[src/rtl/regbank16_if.sv]
// Write-port and bit-sliced read-side bundle for the 16-entry register bank.
// The master drives the write strobe; the slave presents storage contents and status.
interface regbank16_if #(
    parameter int WIDTH = 64
);
    logic                  wr_en;
    logic [3:0]            wr_addr;
    logic [WIDTH-1:0]      wr_data;
    logic [16*WIDTH-1:0]   rd_slices;
    logic [15:0]           written;
    logic                  wr_drop;

    modport master (
        output wr_en, wr_addr, wr_data,
        input  rd_slices, written, wr_drop
    );

    modport slave (
        input  wr_en, wr_addr, wr_data,
        output rd_slices, written, wr_drop
    );
endinterface

[src/rtl/regbank16.sv]
// 16 x WIDTH register storage with one synchronous write port, outputs bit-sliced
// so each per-bit mux16_1 read tree sees one contiguous 16-bit group.
module regbank16 #(
    parameter int WIDTH    = 64,
    parameter int ZERO_REG = 15
) (
    input  logic         clk,
    input  logic         reset_n,
    regbank16_if.slave   bus
);
    logic [WIDTH-1:0]    regs_q [16];
    logic [WIDTH-1:0]    regs_d [16];
    logic [15:0]         written_q;
    logic [15:0]         written_d;
    logic                wr_drop_q;
    logic                wr_drop_d;
    logic [15:0]         wr_sel;
    logic [16*WIDTH-1:0] slices;

    // The ZERO_REG enable is forced low, so its storage and written bit never leave 0.
    always_comb begin
        wr_sel = '0;
        if (bus.wr_en) begin
            wr_sel[bus.wr_addr] = 1'b1;
        end
        wr_sel[ZERO_REG] = 1'b0;
        wr_drop_d = bus.wr_en && (bus.wr_addr == 4'(ZERO_REG));
        written_d = written_q | wr_sel;
        for (int r = 0; r < 16; r++) begin
            regs_d[r] = wr_sel[r] ? bus.wr_data : regs_q[r];
        end
    end

    always_ff @(posedge clk or negedge reset_n) begin
        if (!reset_n) begin
            for (int r = 0; r < 16; r++) begin
                regs_q[r] <= '0;
            end
            written_q <= '0;
            wr_drop_q <= 1'b0;
        end else begin
            for (int r = 0; r < 16; r++) begin
                regs_q[r] <= regs_d[r];
            end
            written_q <= written_d;
            wr_drop_q <= wr_drop_d;
        end
    end

    // Bit b of register r lands at b*16 + r: register 0 is the LSB of each group.
    always_comb begin
        slices = '0;
        for (int b = 0; b < WIDTH; b++) begin
            for (int r = 0; r < 16; r++) begin
                slices[b*16 + r] = regs_q[r][b];
            end
        end
    end

    assign bus.rd_slices = slices;
    assign bus.written   = written_q;
    assign bus.wr_drop   = wr_drop_q;
endmodule

[src/flat_wrapper.sv]
// flat-port wrapper written by rule: the top's interface ports become plain ports
module regbank16_flat 
#(
    parameter int WIDTH    = 64,
    parameter int ZERO_REG = 15
)
  (clk, reset_n, bus_wr_en, bus_wr_addr, bus_wr_data, bus_rd_slices, bus_written, bus_wr_drop);
  regbank16_if #(.WIDTH(WIDTH)) bus_i ();
  input  logic clk;
  input  logic reset_n;
  input wire logic [$bits(bus_i.wr_en)-1:0] bus_wr_en;
  input wire logic [$bits(bus_i.wr_addr)-1:0] bus_wr_addr;
  input wire logic [$bits(bus_i.wr_data)-1:0] bus_wr_data;
  output wire logic [$bits(bus_i.rd_slices)-1:0] bus_rd_slices;
  output wire logic [$bits(bus_i.written)-1:0] bus_written;
  output wire logic [$bits(bus_i.wr_drop)-1:0] bus_wr_drop;
  assign bus_i.wr_en = bus_wr_en;
  assign bus_i.wr_addr = bus_wr_addr;
  assign bus_i.wr_data = bus_wr_data;
  assign bus_rd_slices = bus_i.rd_slices;
  assign bus_written = bus_i.written;
  assign bus_wr_drop = bus_i.wr_drop;
  regbank16 #(.WIDTH(WIDTH), .ZERO_REG(ZERO_REG)) u_core (.clk(clk), .reset_n(reset_n), .bus(bus_i));
endmodule
[config.mk]
export PLATFORM = sky130hd
export DESIGN_NAME = regbank16_flat
export DESIGN_NICKNAME = d
export VERILOG_FILES = /design/src/rtl/regbank16_if.sv /design/src/rtl/regbank16.sv /design/src/flat_wrapper.sv
export SDC_FILE = /design/constraint.sdc
export NUM_CORES = 1
export LEC_CHECK = 0
export BUFFER_PORTS_ARGS = -buffer_cell sky130_fd_sc_hd__buf_4
export CORE_AREA = 2 2 431 433
export CTS_CLUSTER_DIAMETER = 120
export DETAILED_ROUTE_END_ITERATION = 6
export DIE_AREA = 0 0 433 435
export GPL_ROUTABILITY_DRIVEN = 0
export PLACE_DENSITY_LB_ADDON = 0.05
export SETUP_SLACK_MARGIN = 0.15
export SKIP_CTS_REPAIR_TIMING = 1
export SLEW_MARGIN = 20
export SYNTH_ARGS = -nofsm -noshare
export SYNTH_HDL_FRONTEND = slang
export SYNTH_SLANG_ARGS = --single-unit
[constraint.sdc]
create_clock -name clk -period 2.1 [get_ports clk]
set_input_delay 0.21 -clock clk [delete_from_list [all_inputs] [get_ports clk]]
set_output_delay 0.21 -clock clk [all_outputs]
set_load 0.01 [all_outputs]
; ---- Word level (Yosys, flattened, before mapping)
; Cells that the tools add are included.
[classes]
order_cmp = 2
n_eq_ne = 1
n_mux = 3
bitwise = 1
reduce_logical = 2
[op_table]
columns = cell, count
row1 = OR 16 x 15 -> 16 bit, 1
row2 = 2-to-1 mux 15 bit, 1
row3 = less-than comparator 4 x 5 -> 1 bit (second input constant), 1
row4 = demux 1 bit (select 4 bit), 1
row5 = == test 4 bit (second input constant), 1
row6 = greater-or-equal comparator 4 x 1 -> 1 bit (second input constant), 1
row7 = logical AND 1 bit, 2
row8 = 2-to-1 mux 1 bit, 1
[word_totals]
ff_bits = 977
inputBits = 71
output_inout_bits = 1041

; ---- Longest topological paths before layout
; Gate-level depths: netlist of the first run.
[depth]
word_depth = 6
mapped_depth = 6
depth_no_buf = 3

; ---- Worst setup path after synthesis of the first run
; No wires, ideal clock.
[synth_timing]
path_kind = input -> register
start = input port bus_wr_addr[2]
end = register u_core.regs_q, in the netlist u_core.bus.rd_slices[867]
arrival_time_ns = 1.489
path_slack_ns = 0.486
stages = 6
cell_sequence = clkbuf_2 -> nand2b_1 -> nor3_1 -> buf_2 -> buf_2 -> mux2_2
[synth_via]
elab_chain_cells = 5
elab_cells_between_ends = 6
classes_between = order compare (2) / mux (3) / reduce/logical (1)
[synth_lines]
columns = element, line
row1 = from (decl), flat_wrapper.sv:12  ; input wire logic [$bits(bus_i.wr_addr)-1:0] bus_wr_addr;
row2 = less-than comparator 4 x 5 -> 1 bit (implied by the code) or greater-or-equal comparator 4 x 1 -> 1 bit (tied branches), regbank16.sv:24  ; wr_sel[bus.wr_addr] = 1'b1;
row3 = logical AND 1 bit (implied by the code), regbank16.sv:24
row4 = 2-to-1 mux 1 bit (implied by the code), regbank16.sv:24
row5 = demux 1 bit (select 4 bit) (*), -
row6 = 2-to-1 mux 15 bit (*), regbank16.sv:23  ; if (bus.wr_en) begin
row7 = "to (signal, indexed assignment)", regbank16.sv:43  ; regs_q[r] <= regs_d[r];
row8 = to (decl), regbank16.sv:11  ; logic [WIDTH-1:0] regs_q [16];
; Mark *: on every way between the ends. The rest lies on a longest branch, timed or not.
; A chain may end at the register's enable or synchronous reset.

; ---- Worst setup path after layout of the first run
[layout_timing]
start = input port bus_wr_addr[0]
end = register u_core.regs_q, in the netlist u_core.bus.rd_slices[167]
; The elaborated chain is that of the path after synthesis.

==> metrics.yaml, run 1 <==
numPortBuffers: 1046
areaGrowthSynthToFinish_pct: 43.4
finalPower_mw: 64.0
p_leak_nw: 24.5
hold_violations: 0
num_vias: 23100
skew_ns: 0
drv_cap: 0
pre_cts_ws_ns: 0.0560
status: "finished, final reports clean"
regToRegSetupSlack_ns: 1.25
drtIter0Drc: 956
fin_nets: 3432
crit_start: "bus_wr_addr[0]"
syn_inst: 2215
fmax_mhz: 554
grt_pass1_wl_um: 220000
syn_area_mm2: 0.0368
placed_cell_area_mm2: 0.0480
ys_seq_area_share_pct: 66.4
dieArea_mm2: 0.188
die_w_um: 433
rsz0062_at_grt: "false"
dpl.cell_count: 5649
die_h_um: 435
synthTopCellsByArea: "dfrtp_1, mux2_2, buf_4, buf_2, clkbuf_1"
synth_cell_types: 19
holdCritPathClass: "input port to flop"
critPathKind: "input port to flop"
routedWlPerCell_um: 27.2
r2r_start: "u_core.bus.rd_slices[384]$_DFFE_PN0P_"
final_cells: 5934
drc: 0
period_needed_ns: 1.81
grt_use_total_pct: 16.8
cp-end-kind: "flop"
avgSynthCellArea_um2: 16.6
grt_max_degree: 110
critPathRequiredTime_ns: 2.74
grt_pass1_vias: 25000
stdcell_area_mm2: 0.0527
yosys_warnings: 0
numCtsBuffers: 120
dp_hpwl_um: 116000
initial_utilization_pct: 20.0
postLayoutCoreUtil_pct: 28.6
fin_ws_ns: 0.294
ant_nets: 0
power.density_mw_per_mm2: 1210
numClockSinks: 976
rr_endpoint: "u_core.bus.rd_slices[384]$_DFFE_PN0P_"
finalSetupViolCount: 0
finalCritPeriodShare_pct: 86.0
rr_worst_depth: 1
drive_gt1_share_pct: 66.1
clk_pin_slew_ns: 0.06
coreArea_mm2: 0.184
timing.hold.ws_ns: 0.0682
tns_ns: 0
cts_max_path_buffers: 3
clockRootBuffer: "clkbuf_16"
synth_top_cell_area_share_pct: 66.4
worst_pin_slew_ns: 0.684
synth_seq_cells: 976
cp-start-kind: "input port"
ir_drop_v: 0.000678
cp_data_arrival_time_ns: 2.45
via_per_inst: 3.90
cts_tree: "built"
slew_viol_final: 0
rows: 158
htreeDepth: 3
wirelength_um: 161000
ios: 1112
crit_fanout: 19
crit_end: "u_core.bus.rd_slices[167]$_DFFE_PN0P_"
overflow: 0
grt_antenna_before_repair: 7
dr.pass1.iters: 4
synth_largest_area_cell: "dfrtp_1"
maxSlewHeadroom_pct: 54.4
clkLatencyLatePin_ns: 0.76
[cell type report]
cell class / count / area, um2
tap: 2480 / 3100
clock buffer: 188 / 3640
sequential: 976 / 24400
antenna: 1 / 2.50
clock inverter: 26 / 382
timing repair buffer: 1196 / 9770
fill: 18800 / 131000
multi-input combinational: 1067 / 11400
[how the worst min path moves through the flow]
stage                     depth (start not counted)            from  slack, ns                               endpoint
after floorplan                                   0         reset_n      -0.09    u_core.bus.rd_slices[0]$_DFFE_PN0P_
after global placement                            1         reset_n       0.16  u_core.bus.rd_slices[172]$_DFFE_PN0P_
after detailed placement                          1         reset_n       0.16  u_core.bus.rd_slices[140]$_DFFE_PN0P_
after CTS                                         1         reset_n      -0.72  u_core.bus.rd_slices[140]$_DFFE_PN0P_
after global routing                              4  bus_wr_addr[2]       0.02  u_core.bus.rd_slices[698]$_DFFE_PN0P_
final                                             4  bus_wr_addr[2]       0.07  u_core.bus.rd_slices[698]$_DFFE_PN0P_
[power by group]
group / switching [mW] / internal [mW]
logic: 8.38 / 8.74
registers: 2.43 / 23.2
clock network: 8.36 / 12.9
[cell usage in the layout, fill, tap and decap left out, types with 2 or more instances in the layout]
master / count
buf_12: 49
buf_4: 1076
bufinv_16: 9
clkbuf_1: 32
clkbuf_16: 122
clkbuf_8: 34
clkinv_2: 12
conb_1: 65
dfrtp_1: 976
dlygate4sd3_1: 70
inv_6: 3
mux2_1: 9
mux2_2: 951
nand2_1: 2
nand2b_1: 9
nand2b_4: 3
nand3_1: 2
nand3b_1: 2
nor2_1: 2
nor2_4: 5
nor3_2: 3
nor3b_1: 2
or2_2: 8
[Yosys cell counts (all sizes together)]
library cell and instances:
dfrtp 976, nor3b 2, or4 1, conb 1, or2 8, nand3b 2, nor3 3, clkbuf 75
nand3 3, nand2 3, nand2b 12, nor2 7, mux2 960, or3 1, buf 161
[critical path, cell delays in order]
cell and delay, ns:
dlygate4sd3_1 0.59, buf_4 0.18, nand2_1 0.13, nor3_2 0.48
buf_4 0.44, mux2_2 0.39
[sequential cells by signal, indices dropped and copies added, names as in the netlist]
signal                flops
u_core.bus.rd_slices    960
u_core.bus.wr_drop        1
u_core.bus.written       15
[cell families (layout without fill, tap and decap cells)]
kind of cell,Yosys count,count (layout),share of synthesized area (%)
flip-flops,976,976,66.4
AND/OR/NAND/NOR,42,42,0.643
other,1,66,0.0102
multiplexers,960,960,29.4
buffers and inverters,236,1410,3.53
[per-layer routing]
| layer | track usage, % | vias up | part of all wire [%] |
|---|---|---|---|
| met3 | 4.69 | 188 | 6.4 |
| met2 | 31.3 | 660 | 54 |
| met1 | 17.9 | 12400 | 36 |
| met5 | 0 | - | 0.0068 |
| met4 | 5.85 | 2 | 3.4 |
| li1 | - | 9903 | - |
No activity file was read; power rests on OpenSTA's default activity.
==> run 2: changes to the inputs <==
--- a/config.mk
+++ b/config.mk
@@ -12,6 +12,7 @@
 export DIE_AREA = 0 0 433 435
 export GPL_ROUTABILITY_DRIVEN = 0
 export PLACE_DENSITY_LB_ADDON = 0.05
+export REMOVE_ABC_BUFFERS = 1
 export SETUP_SLACK_MARGIN = 0.15
 export SKIP_CTS_REPAIR_TIMING = 1
 export SLEW_MARGIN = 20
==> constraint.sdc (replaced) <==
create_clock -name clk -period 2.1 [get_ports clk]
set_input_delay 0.105 -clock clk [delete_from_list [all_inputs] [get_ports clk]]
set_output_delay 0.105 -clock clk [all_outputs]
set_load 0.01 [all_outputs]
==> metrics.yaml, run 2 (same netlist as run 1, synthesis figures left out) <==
status: "finished, final reports clean"
fmax_mhz: 594
rr_endpoint: "u_core.bus.rd_slices[177]$_DFFE_PN0P_"
finalSetupViolCount: 0
drc: 0
final_cells: 5969
period_needed_ns: 1.68
grt_pass1_wl_um: 221000
max_stage_delay_ns: 0.64
cp_top_family: "buffers and inverters"
hold_violations: 0
fin_ws_ns: 0.417
numPortBuffers: 1046
min_to: "u_core.bus.rd_slices[986]$_DFFE_PN0P_"
critPathKind: "input port to flop"
rr_worst_depth: 1
die_w_um: 433
clkLatencyLatePin_ns: 0.75
clk_pin_slew_ns: 0.06
numClockSinks: 976
drv_cap: 0
critPathRequiredTime_ns: 2.72
dpl.cell_count: 5676
largest_reg_flops: 960
grt_pass1_vias: 24800
rsz0062_at_grt: "false"
postLayoutCoreUtil_pct: 28.8
dr.pass1.iters: 4
die_h_um: 435
ant_nets: 0
hold_depth: 4
finalCritPeriodShare_pct: 80.1
cts_max_path_buffers: 3
worst_pin_slew_ns: 0.744
cp-start-kind: "input port"
holdCritPathClass: "input port to flop"
p_leak_nw: 24.6
htreeDepth: 3
grt_max_degree: 76
drtIter0Drc: 891
crit_buf_inv: 4
wirelength_um: 163000
final_cell_mix: "buf_4, dfrtp_1, mux2_2"
num_vias: 23300
overflow: 0
grt_use_total_pct: 16.9
pre_cts_ws_ns: 0.266
initial_utilization_pct: 20.0
rows: 158
drive_gt1_share_pct: 66.4
coreArea_mm2: 0.184
cp_data_arrival_time_ns: 2.30
grt_antenna_before_repair: 6
worstPathCellList: "dlygate4sd3_1 -> buf_4 -> nor3b_1 -> buf_4 -> nand3_4 -> buf_12 -> mux2_2"
skew_ns: 0
dp_hpwl_um: 114000
numCtsBuffers: 120
maxSlewHeadroom_pct: 50.4
power.density_mw_per_mm2: 1200
ios: 1112
ir_drop_v: 0.000644
via_per_inst: 3.91
cts_tree: "built"
regToRegSetupSlack_ns: 1.27
hp-start: "bus_wr_addr[2]"
dieArea_mm2: 0.188
cp-end-kind: "flop"
clockRootBuffer: "clkbuf_16"
routedWlPerCell_um: 27.3
areaGrowthSynthToFinish_pct: 44.2
tns_ns: 0
cpMostUsedCell: "buf_4"
r2r_start: "u_core.bus.rd_slices[177]$_DFFE_PN0P_"
cp_slowest_cell: "dlygate4sd3_1"
final_common_cell: "buf_4"
fin_nets: 3461
slew_viol_final: 0
crit_fanout: 20
==> run 2: cell types whose count changed in the layout (fill, tap and decap cells not counted), sizes merged <==
cell | previous run | this run
diode | 1 | 2
bufinv | 9 | 7
inv | 3 | 2
buf | 1126 | 1154
clkinvlp | 0 | 5
dlygate4sd3 | 70 | 71
clkinv | 14 | 19
clkbuf | 188 | 186
==> run 2: worst max-delay path by stage <==
stage / start / slack (ns) / endpoint / depth (start not counted)
2_1_floorplan: bus_wr_addr[0] / -3.33 / u_core.bus.rd_slices[1002]$_DFFE_PN0P_ / 3
3_3_place_gp: bus_wr_addr[3] / 0.29 / u_core.bus.rd_slices[565]$_DFFE_PN0P_ / 6
3_5_place_dp: bus_wr_addr[2] / 0.27 / u_core.bus.rd_slices[211]$_DFFE_PN0P_ / 6
4_1_cts: u_core.bus.rd_slices[177]$_DFFE_PN0P_ / 0.49 / bus_rd_slices[177] / 1
5_1_grt: bus_wr_addr[0] / 0.36 / u_core.bus.rd_slices[410]$_DFFE_PN0P_ / 6
6_report: bus_wr_en / 0.42 / u_core.bus.rd_slices[117]$_DFFE_PN0P_ / 7
==> run 2: layout make-up <==
cell class / instances / area (um2)
antenna: 2 / 5.00
fill: 18700 / 131000
multi-input combinational: 1067 / 11400
sequential: 976 / 24400
timing repair buffer: 1225 / 10100
clock inverter: 33 / 368
clock buffer: 186 / 3620
tap: 2480 / 3100
==> run 2: per-layer routing <==
metal  GRT usage (%)  vias up  wire, um
met5               0        -         0
li1                -     9991         -
met4            5.77        0      5210
met2            32.5      631     90600
met1            17.5    12500     57600
met3            4.13      192      9300
==> run 2: report_power, final <==
| part | switching (mW) | internal, mW | total [mW] |
|---|---|---|---|
| clock | 8.52 | 12.6 | 21.1 |
| sequential | 2.45 | 23.2 | 25.6 |
| combinational | 8.21 | 8.78 | 17.0 |
| total | 19.2 | 44.6 | 63.8 |
==> run 2: through the flow <==
stage               hold WS, ns  total power [mW]  instance area [um2]
global placement          0.120              43.2                48300
finish                   0.0597              63.8                53000
CTS                      -0.735              65.1                52300
global route             0.0360              66.8                53000
floorplan                -0.191              31.6                35700
detailed placement        0.123              43.4                48300
==> run 3: changes to the inputs <==
==> constraint.sdc (replaced) <==
create_clock -name clk -period 1.5 [get_ports clk]
set_input_delay 0.075 -clock clk [delete_from_list [all_inputs] [get_ports clk]]
set_output_delay 0.075 -clock clk [all_outputs]
set_load 0.01 [all_outputs]
==> metrics.yaml, run 3 (same netlist as run 1, synthesis figures left out) <==
die_w_um: 433
critPathKind: "flop to output pin"
skew_ns: 0
worst_pin_slew_ns: 0.685
final_common_cell: "dfrtp_1"
placed_cell_area_mm2: 0.0489
ios: 1112
worstPathCellList: "buf_6"
overflow: 0
timing.hold.ws_ns: 0.0245
clockRootBuffer: "clkbuf_16"
cp_top_family: "flip-flops"
grt_use_total_pct: 16.9
via_per_inst: 3.93
stdcell_area_mm2: 0.0560
status: "finished, final reports clean"
crit_buf_inv: 1
clkLatencyLatePin_ns: 0.75
cts_max_path_buffers: 3
crit_fanout: 2
numClockSinks: 976
grt_antenna_before_repair: 4
ir_drop_v: 0.000977
grt_pass1_wl_um: 222000
cp-end-kind: "output pin"
largest_reg_flops: 960
cts_tree: "built"
finalSetupViolCount: 0
clk_pin_slew_ns: 0.06
final_cells: 6055
numPortBuffers: 1046
final_cell_mix: "dfrtp_1, mux2_2, buf_4"
period_needed_ns: 1.42
rows: 158
dp_hpwl_um: 118000
holdCritPathClass: "input port to asynchronous set/reset pin"
cp-start-kind: "flop"
dieArea_mm2: 0.188
cp_data_arrival_time_ns: 1.34
drc: 0
power.density_mw_per_mm2: 1650
finalCritPeriodShare_pct: 94.4
grt_pass1_vias: 25000
drv_cap: 0
areaGrowthSynthToFinish_pct: 52.4
hold_violations: 0
wirelength_um: 163000
cp_slowest_cell: "dfrtp_2"
slew_viol_final: 0
coreArea_mm2: 0.184
num_vias: 23800
drtIter0Drc: 664
critPathRequiredTime_ns: 1.42
dr.pass1.iters: 4
htreeDepth: 3
nFillCells: 18600
p_leak_nw: 25.8
numCtsBuffers: 119
rsz0062_at_grt: "true"
routedWlPerCell_um: 26.9
die_h_um: 435
initial_utilization_pct: 20.0
fin_nets: 3547
dpl.cell_count: 5713
grt_max_degree: 86
ant_nets: 0
maxSlewHeadroom_pct: 54.2
fmax_mhz: 707
drive_gt1_share_pct: 67.2
max_stage_delay_ns: 0.44
==> run 3: cell count changes in the layout (fill, tap and decap cells not counted), moves of 2 or more <==
cell        before  now
buf_12          58   79
buf_4         1095  590
buf_6            0  572
clkbuf_1        30   33
clkbuf_16      121  124
clkbuf_8        35   23
clkinv_2        17   22
clkinv_4         2    0
clkinvlp_4       5    2
dfrtp_1        976  974
dfrtp_2          0    2
diode_2          2    4
inv_6            2    4
==> run 3: path summary, 6_finish.rpt <==
kind	slack [ns]	cells after the start	endpoint	start
worst max-delay path	0.08	1	bus_rd_slices[160]	u_core.bus.rd_slices[160]$_DFFE_PN0P_
worst min-delay path	0.02	3	u_core.bus.rd_slices[931]$_DFFE_PN0P_	reset_n
worst max register to register	0.56	2	u_core.bus.rd_slices[968]$_DFFE_PN0P_	u_core.bus.rd_slices[968]$_DFFE_PN0P_
worst min register to register	0.47	1	u_core.bus.written[10]$_DFF_PN0_	u_core.bus.written[10]$_DFF_PN0_
max in group asynchronous	0.64	3	u_core.bus.rd_slices[932]$_DFFE_PN0P_	reset_n
min in group clk	0.08	4	u_core.bus.written[2]$_DFF_PN0_	bus_wr_addr[2]
==> run 3: stage by stage <==
step / setup TNS (ns) / util (%) / total power [mW] / setup slack [ns]
after floorplan: -1789.07 / - / 44.2 / -3.90
after global placement: -117.16 / 26.5 / 60.6 / -0.453
after detailed placement: -119.60 / 26.5 / 60.8 / -0.456
after CTS: -0.580 / 28.7 / 90.9 / -0.0805
after global routing: 0 / 30.4 / 96.5 / 0.00784
final: 0 / 30.4 / 92.3 / 0.0847
==> run 3: cell type report <==
cell class                 instances  area (um2)  share of cell area, %
clock inverter                    36         387                  0.690
clock buffer                     180        3540                   6.32
multi-input combinational       1067       11400                   20.3
timing repair buffer            1312       13200                   23.5
tap                             2480        3100                   5.54
sequential                       976       24400                   43.6
antenna                            4        10.0                 0.0179
==> run 3: metal layers <==
metal	GRT usage, %	vias to the layer above	wire (um)
li1	-	10100	-
met1	17.7	12800	58200
met2	32.0	644	89100
met3	4.33	208	9600
met4	6.56	0	6150
met5	0	-	0
==> run 3: power breakdown <==
part / switching (mW) / leakage (nW) / internal (mW)
Sequential: 4.10 / 11.9 / 32.5
Clock: 11.9 / 1.94 / 17.4
Combinational: 11.6 / 11.9 / 14.9
Total: 27.6 / 25.8 / 64.7
